File: config.mk
export PLATFORM = sky130hd
export DESIGN_NAME = pipe_hazard_ctrl
export DESIGN_NICKNAME = d
export VERILOG_FILES = /design/src/rtl/hazard_pkg.sv /design/src/rtl/hazard_scoreboard.sv /design/src/rtl/pipe_hazard_ctrl.sv
export SDC_FILE = /design/constraint.sdc
export NUM_CORES = 1
export LEC_CHECK = 0
export ABC_AREA = 0
export CORE_ASPECT_RATIO = 1.5
export CORE_MARGIN = 1.5
export CORE_UTILIZATION = 50
export CTS_BUF_LIST = sky130_fd_sc_hd__clkbuf_8
export DETAILED_ROUTE_END_ITERATION = 10
export PLACE_DENSITY = 0.82
export SLEW_MARGIN = 20
export SYNTH_ARGS = -nofsm -noshare
export SYNTH_HDL_FRONTEND = slang
export SYNTH_SLANG_ARGS = --single-unit
File: constraint.sdc
create_clock -name clk -period 2 [get_ports clk]
set_input_delay 0.2 -clock clk [delete_from_list [all_inputs] [get_ports clk]]
set_output_delay 0.2 -clock clk [all_outputs]
set_load 0.02 [all_outputs]
File: src/rtl/hazard_pkg.sv
// Shared types and encodings for the 5-stage pipeline hazard sequencer.
package hazard_pkg;

  typedef enum logic [0:0] {RUN, MUL_BUSY} state_e;

  localparam logic [1:0] PC_SEL_SEQ = 2'b00;
  localparam logic [1:0] PC_SEL_JMP = 2'b01;
  localparam logic [1:0] PC_SEL_BR  = 2'b10;

  localparam logic [1:0] FWD_RF  = 2'b00;
  localparam logic [1:0] FWD_MEM = 2'b01;
  localparam logic [1:0] FWD_WB  = 2'b10;

  // Entries hold rd zero-extended to this width; REG_AW must not exceed it.
  localparam int unsigned REG_AW_MAX = 8;

  typedef struct packed {
    logic                  valid;
    logic [REG_AW_MAX-1:0] rd;
    logic                  we;
    logic                  is_load;
  } sb_entry_t;

  function automatic logic sb_match(sb_entry_t e, logic [REG_AW_MAX-1:0] s);
    return e.valid && e.we && (s != '0) && (e.rd == s);
  endfunction

endpackage

File: src/rtl/hazard_scoreboard.sv
// EX/MEM/WB occupancy shadow plus RAW comparators for both ID source operands.
import hazard_pkg::*;

module hazard_scoreboard #(
  parameter int unsigned REG_AW = 5
) (
  input  logic              clk,
  input  logic              rst_n,
  input  sb_entry_t         id_entry,
  input  logic              ex_hold,
  input  logic [REG_AW-1:0] rs,
  input  logic [REG_AW-1:0] rt,
  input  logic              uses_rt,
  output logic [2:0]        hit_a,
  output logic [2:0]        hit_b,
  output logic              ex_is_load
);

  sb_entry_t ex_q, mem_q, wb_q;
  logic [REG_AW_MAX-1:0] sa, sb;

  always_ff @(posedge clk or negedge rst_n) begin
    if (!rst_n) begin
      ex_q  <= '0;
      mem_q <= '0;
      wb_q  <= '0;
    end else if (ex_hold) begin
      // EX keeps the multi-cycle op; an empty slot drains into MEM.
      mem_q <= '0;
      wb_q  <= mem_q;
    end else begin
      ex_q  <= id_entry;
      mem_q <= ex_q;
      wb_q  <= mem_q;
    end
  end

  always_comb begin
    sa = REG_AW_MAX'(rs);
    sb = REG_AW_MAX'(rt);
    hit_a = {sb_match(wb_q, sa), sb_match(mem_q, sa), sb_match(ex_q, sa)};
    hit_b = {sb_match(wb_q, sb), sb_match(mem_q, sb), sb_match(ex_q, sb)} & {3{uses_rt}};
    ex_is_load = ex_q.is_load;
  end

endmodule

File: src/rtl/pipe_hazard_ctrl.sv
// Stall/bubble/flush/PC-select sequencer for the 5-stage MIPS pipeline.
// Define HAZARD_FWD_EN to enable EX operand forwarding (load-use stall only).
import hazard_pkg::*;

module pipe_hazard_ctrl #(
  parameter int unsigned REG_AW      = 5,
  parameter int unsigned MUL_LATENCY = 4
) (
  input  logic              clk,
  input  logic              rst_n,
  input  logic              id_valid,
  input  logic [REG_AW-1:0] id_rs,
  input  logic [REG_AW-1:0] id_rt,
  input  logic              id_uses_rt,
  input  logic [REG_AW-1:0] id_rd,
  input  logic              id_we_reg,
  input  logic              id_is_load,
  input  logic              id_is_mul,
  input  logic              id_jmp,
  input  logic              ex_branch_taken,
  output logic              stall,
  output logic              ex_hold,
  output logic              bubble,
  output logic              flush_ifid,
  output logic [1:0]        pc_sel,
  output logic [1:0]        fwd_a,
  output logic [1:0]        fwd_b
);

  localparam int unsigned CntW = (MUL_LATENCY > 1) ? $clog2(MUL_LATENCY) : 1;

  state_e          state_q, state_d;
  logic [CntW-1:0] cnt_q, cnt_d;
  sb_entry_t       id_entry;
  logic [2:0]      hit_a, hit_b;
  logic            ex_is_load, raw, unused;
  logic            stall_c, ex_hold_c, bubble_c, flush_c;
  logic [1:0]      pc_sel_c;

  hazard_scoreboard #(
    .REG_AW (REG_AW)
  ) u_sb (
    .clk        (clk),
    .rst_n      (rst_n),
    .id_entry   (id_entry),
    .ex_hold    (ex_hold_c),
    .rs         (id_rs),
    .rt         (id_rt),
    .uses_rt    (id_uses_rt),
    .hit_a      (hit_a),
    .hit_b      (hit_b),
    .ex_is_load (ex_is_load)
  );

`ifdef HAZARD_FWD_EN
  logic [1:0] fwd_a_q, fwd_b_q, fwd_a_d, fwd_b_d;

  assign raw    = ex_is_load && (hit_a[0] || hit_b[0]);
  assign unused = hit_a[2] ^ hit_b[2];

  // The producer now in EX/MEM will sit in MEM/WB once this op reaches EX.
  always_comb begin
    fwd_a_d = FWD_RF;
    fwd_b_d = FWD_RF;
    if (id_entry.valid) begin
      if (hit_a[0])      fwd_a_d = FWD_MEM;
      else if (hit_a[1]) fwd_a_d = FWD_WB;
      if (hit_b[0])      fwd_b_d = FWD_MEM;
      else if (hit_b[1]) fwd_b_d = FWD_WB;
    end
  end

  always_ff @(posedge clk or negedge rst_n) begin
    if (!rst_n) begin
      fwd_a_q <= FWD_RF;
      fwd_b_q <= FWD_RF;
    end else if (!ex_hold_c) begin
      fwd_a_q <= fwd_a_d;
      fwd_b_q <= fwd_b_d;
    end
  end

  assign fwd_a = fwd_a_q & {2{rst_n}};
  assign fwd_b = fwd_b_q & {2{rst_n}};
`else
  assign raw    = |{hit_a, hit_b};
  assign unused = ex_is_load;
  assign fwd_a  = FWD_RF;
  assign fwd_b  = FWD_RF;
`endif

  always_comb begin
    stall_c   = 1'b0;
    ex_hold_c = 1'b0;
    bubble_c  = 1'b0;
    flush_c   = 1'b0;
    pc_sel_c  = PC_SEL_SEQ;
    state_d   = state_q;
    cnt_d     = cnt_q;

    if (ex_branch_taken) begin
      flush_c  = 1'b1;
      bubble_c = 1'b1;
      pc_sel_c = PC_SEL_BR;
    end else if (state_q == MUL_BUSY) begin
      stall_c   = 1'b1;
      ex_hold_c = 1'b1;
    end else if (raw) begin
      stall_c  = 1'b1;
      bubble_c = 1'b1;
    end else if (id_jmp && id_valid) begin
      flush_c  = 1'b1;
      pc_sel_c = PC_SEL_JMP;
    end

    id_entry         = '0;
    id_entry.valid   = id_valid && !bubble_c;
    id_entry.rd      = REG_AW_MAX'(id_rd);
    id_entry.we      = id_we_reg;
    id_entry.is_load = id_is_load;

    unique case (state_q)
      RUN: begin
        if (id_entry.valid && id_is_mul && (MUL_LATENCY > 1) && !ex_hold_c) begin
          state_d = MUL_BUSY;
          cnt_d   = CntW'(MUL_LATENCY - 1);
        end
      end
      MUL_BUSY: begin
        cnt_d = cnt_q - CntW'(1);
        if (cnt_q == CntW'(1)) state_d = RUN;
      end
      default: state_d = RUN;
    endcase
  end

  always_ff @(posedge clk or negedge rst_n) begin
    if (!rst_n) begin
      state_q <= RUN;
      cnt_q   <= '0;
    end else begin
      state_q <= state_d;
      cnt_q   <= cnt_d;
    end
  end

  assign stall      = stall_c & rst_n;
  assign ex_hold    = ex_hold_c & rst_n;
  assign bubble     = bubble_c & rst_n;
  assign flush_ifid = flush_c & rst_n;
  assign pc_sel     = pc_sel_c & {2{rst_n}};

endmodule

Word-level counts from Yosys, hierarchy flattened:

Index checks and enable logic that the tools add are counted.

* register bits: 31
* bits in latches: 0
* bits in writable memories: 0
* ROM bits: 0
* input port bits: 24
* output and inout port bits: 10
* logic and storage cells: 73
* memories kept: 0

* $add $sub $neg: 1
* multiply operators: 0
* divide/modulo/power cells: 0
* $lt $le $gt $ge: 0
* equal/unequal tests: 8
* shifts and indexed selects: 0
* multiplexer cells: 21
* bitwise operators: 7
* reduce and logical (&&, ||, !) cells: 24

Operator list (number)
* $eq A8 B5 Y1: 4
* $logic_and A1 B1 Y1: 19
* $mux W1: 16
* $mux W11: 1
* $eq A5 B5 Y1: 2
* $reduce_bool A5 Y1: 2
* $reduce_or A6 Y1: 1
* $and A1 B1 Y1: 4
* $mux W2: 2
* $pmux W2 S2: 1
* $and A3 B3 Y3: 1
* $and A2 B2 Y2: 1
* $eq A2 B1 Y1 const B: 1
* $logic_not A1 Y1: 2
* $ne A2 B2 Y1 const B: 1
* $pmux W1 S2: 1
* $sub A2 B1 Y2 const B: 1
* $not A1 Y1: 1

Depth between registers and ports, before layout:

* depth in word-level cells: 14
* gate-level depth with buffers: 6
* depth with buffers taken out: 6

Hierarchy:

Synthesis repeated with hierarchy kept, for this count alone.

* cells, all modules: 149
* area, all modules: 1701.6 sq um

Modules (own cells, without submodules)
* hazard_scoreboard: instances 1, cells each 114, area an instance 1413.9 sq um, seq. area each 775.7 sq um
* pipe_hazard_ctrl: instances 1, cells each 35, area an instance 287.8 sq um, seq. area each 75.1 sq um

Worst setup path before layout:

No wires, ideal clock.

* kind: input to output
* start: input id_rs[0]
* end: output pc_sel[0]
* data arrival time: 1.974 ns
* data required time: 1.800 ns
* path slack: -0.174 ns
* stages: 6
* path buffers: 0
* path through: or4_1 -> nor2_2 -> nor3_1 -> nor3_2 -> nand2_2 -> nor4_1

* longest elaborated chain between the ends: 8
* elaborated cells between the ends (all ways): 15
* those cells by class: eq/ne: 3; mux: 3; bitwise: 1; reduce/logical: 8

RTL lines
* from (decl): RTL line pipe_hazard_ctrl.sv:12 `input logic [REG_AW-1:0] id_rs,`
* $reduce_bool A5 Y1: RTL line hazard_pkg.sv:25 `return e.valid && e.we && (s != '0) && (e.rd == s);`
* $logic_and A1 B1 Y1 (2 in a row): RTL line hazard_pkg.sv:25
* $reduce_or A6 Y1 *: RTL line pipe_hazard_ctrl.sv:86 `assign raw = |{hit_a, hit_b};`
* $mux W1 *: RTL line pipe_hazard_ctrl.sv:108 `end else if (raw) begin`
* $mux W1 *: RTL line pipe_hazard_ctrl.sv:105 `end else if (state_q == MUL_BUSY) begin`
* $mux W2 *: RTL line pipe_hazard_ctrl.sv:101 `if (ex_branch_taken) begin`
* $and A2 B2 Y2 *: RTL line pipe_hazard_ctrl.sv:151 `assign pc_sel = pc_sel_c & {2{rst_n}};`
* to (decl): RTL line pipe_hazard_ctrl.sv:25 `output logic [1:0] pc_sel,`

Mark *: on every way between the ends. The rest lies on a longest branch, timed or not.

Worst setup path after layout:

* start: register u_sb.ex_q[6] (netlist bit)
* end: output stall

* longest elaborated chain between the ends: 8
* elaborated cells between the ends (all ways): 10
* those cells by class: eq/ne: 2; mux: 3; bitwise: 2; reduce/logical: 3

RTL lines
* from (decl): RTL line hazard_scoreboard.sv:19 `sb_entry_t ex_q, mem_q, wb_q;`
* from (signal assigned): RTL line hazard_scoreboard.sv:32 `ex_q <= id_entry;`
* $eq A5 B5 Y1: RTL line hazard_pkg.sv:25
* $logic_and A1 B1 Y1: RTL line hazard_pkg.sv:25
* $and A3 B3 Y3: RTL line hazard_scoreboard.sv:42 `hit_b = {sb_match(wb_q, sb), sb_match(mem_q, sb), sb_match(ex_q, sb)} & {3{uses_rt}};`
* $reduce_or A6 Y1 *: RTL line pipe_hazard_ctrl.sv:86
* $mux W1 *: RTL line pipe_hazard_ctrl.sv:108
* $mux W1 *: RTL line pipe_hazard_ctrl.sv:105
* $mux W1 *: RTL line pipe_hazard_ctrl.sv:101
* $and A1 B1 Y1 *: RTL line pipe_hazard_ctrl.sv:147 `assign stall = stall_c & rst_n;`
* to (decl): RTL line pipe_hazard_ctrl.sv:21 `output logic stall,`

Marks and branches as above.

==> impl_results.md <==
- Vias in the first global route: 1240
- H-tree depth: 1
- Initial drt markers: 14
- WL final: 3410 um
- CTS sink count: 24
- Failing checks: DRC, setup timing
- Antenna violations before repair: 0
- Worst setup EP type: primary output
- Sequential share of the synthesized area: 46.1%
- # diodes: 0
- Max Fclk: 0.448 GHz
- Critical Path RT: 1800 ps
- Synth Flop Type: dfrtp_1
- #FFs+latches synth: 24
- Drt pass-1 iters: 7
- CP Buf/Inv Count: 1
- Max-Cap Viols: 0
- Finished Cell Area: 0.00195 mm^2
- Routed WL per cell: 16.4 um
- Commonest non-fill, non-tap cell in the layout: buf_4
- Nets: 210
- Share of layout cells above drive strength 1: 35.0%
- Maximum vdd drop: 0.830 mV
- Commonest cells after routing, fill and taps aside: buf_4 (35), dfrtp_1 (24), xnor2_1 (16)
- TritonCTS clock tree: yes
- DRC violations left: 1
- Crit path largest cell delay: 400 ps
- Syn-to-layout area delta: 49.5%
- Layout Utilization: 79.6%
- Clk root buf: clkbuf_8
- Final hold violations: 0
- Die W: 44.7 um
- Starting density of the core: 53.2%
- Buffer depth of the longest clock path: 2
- Post-DP HPWL: 2410 um
- Post-route ant nets: 0
- Clock transition at the registers of the reported paths: 90 ps
- Total die area: 0.00293 mm^2
- CP Launch Type: flip-flop
- GR Util met1: 30.2%
- Critical path arrival: 2030 ps
- Worst path top cell family by delay: compound AO/OA/AOI/OAI gates
- Minimum clock period: 2230 ps
- Met2 Use GR: 48.7%
- Worst hold path depth: 0
- Die extent in y: 65.5 um
- Largest net degree at the start of global routing: 25
- Remaining global-route overflow: 0
- LEAKAGE: 0.865 nW
- Top cell type by total area after synthesis: dfrtp_1
- Unrepaired setup endpoints after global routing: true
- Port Buffers: 28
- First-pass GRT wire length: 5620 um
- I/O pin count: 34
- Share of the synthesized area in the top cell type: 46.1%
- Final TNS setup: -769 ps
- Placer Congestion: 0.822
- Global router's overall resource usage: 26.6%
- R2R depth: 6
- Power Total: 1.75 mW
- GRT met3 Usage: 3.30%
- Hold WC Path Type: reg -> reg
- Fin crit share: 112%
- Cell Area, Synth: 0.00130 mm^2
- Mapped Cells: 122
- CP Cell Sequence: xor2_1 -> nor4_1 -> nand4_1 -> a31o_4 -> a311oi_2 -> buf_4
- Synth top area cells: dfrtp_1 (46%), xnor2_1 (13%), xor2_1 (6.0%), mux2_2 (5.2%), and2_1 (3.8%)
- Avg Cell Area, Syn: 10.7 um^2
- Status: complete, but fails checks
- Vias/cell: 5.52
- Placed cell areas: 0.00184 mm^2
- Worst setup margin: -234 ps
- Row count: 22
- CP Depth: 6
- Skew-Pair Late Insertion Delay: 270 ps
- Power density over the cells: 898 mW/mm^2
- Via Count: 1142
- CORE AREA: 0.00245 mm^2
- Fin. max-slew vios: 0
- Crit Path Category: reg -> out
- FFs w/ async S/R, synth: 100%
- Slowest CP cell: dfrtp_1
- Clock Skews: 13.6 ps
- EDFF count, synth: 0
- CTS Buf Count: 3
- Synth unique cells: 32
- Worst Path Max Fanout: 3
- Most Used Layer, Global Route: met2
- Final setup vio count: 4
- Synth warn: 0
logic make-up after synthesis:
group	synth area share [%]
AOI/OAI and AO/OA	6.33
xor gates and xnor gates	18.8
adders and majority gates	0.960
buffers and inverters	4.61
DFF	46.1
muxes	5.95
other	0.288
and+or+nand+nor	17.0
flip-flops by register name, summed over array words and instances, names as in the netlist:
name,cells
u_sb.mem_q,7
u_sb.ex_q,7
cnt_q,2
u_sb.wb_q,7
state_q,1
Yosys cell counts, types with 2 or more instances:
cell type and number:
inv_1 7, nand2_1 5, xnor2_1 19, a31o_2 2, nor3_1 2, and2_1 8
xor2_1 9, nor4_1 4, dfrtp_1 24, nand4_1 6, nand3_1 3, buf_4 4
nor2_1 4, mux2_2 6, or4_1 2
where the power goes:
group / internal [mW] / leakage (nW) / switching, mW / total (mW)
clock network: 0.135 / 0.0216 / 0.143 / 0.278
registers: 0.627 / 0.289 / 0.120 / 0.748
logic: 0.406 / 0.554 / 0.320 / 0.726
total: 1.17 / 0.865 / 0.584 / 1.75
final timing paths:
check,from,end,slack (ps)
worst max-delay path,u_sb.ex_q[6],stall,-230
worst min register to register,u_sb.mem_q[1],u_sb.wb_q[1],420
max in group asynchronous,rst_n,u_sb.wb_q[1],1300
min in group asynchronous,rst_n,u_sb.mem_q[6],450
worst max register to register,u_sb.ex_q[6],state_q,240
worst min-delay path,u_sb.mem_q[1],u_sb.wb_q[1],420
cell type report:
cell class              instances  area (um^2)
clock buffers                   3         41.3
fillers                       158          500
inverters                       7         26.3
multi-input cells              89          752
flip-flops and latches         24          601
well taps                      24         30.0
repair buffers                 60          499
what timing repair did:
item | CTS | global route
endpoints found under the setup margin | 6 | 4
gates resized for setup | 43 | 2
pin swaps | 18 | 4
hold buffers | 0 | 0
buffers inserted | 1 | 0
per-layer routing:
metal | vias up | routed length, um
li1 | 542 | -
met2 | 30 | 1900
met1 | 562 | 1330
met4 | 0 | 73
met3 | 8 | 106
met5 | - | 0
through the flow:
step	worst slack (ps)	hold slack, ps	std cells
after floorplan	-5.73	-95.6	125
after global placement	-842	396	203
after detailed placement	-908	400	203
after CTS	-218	419	207
after global routing	-316	429	207
final	-234	420	207
(Power assumes the default switching activity.)
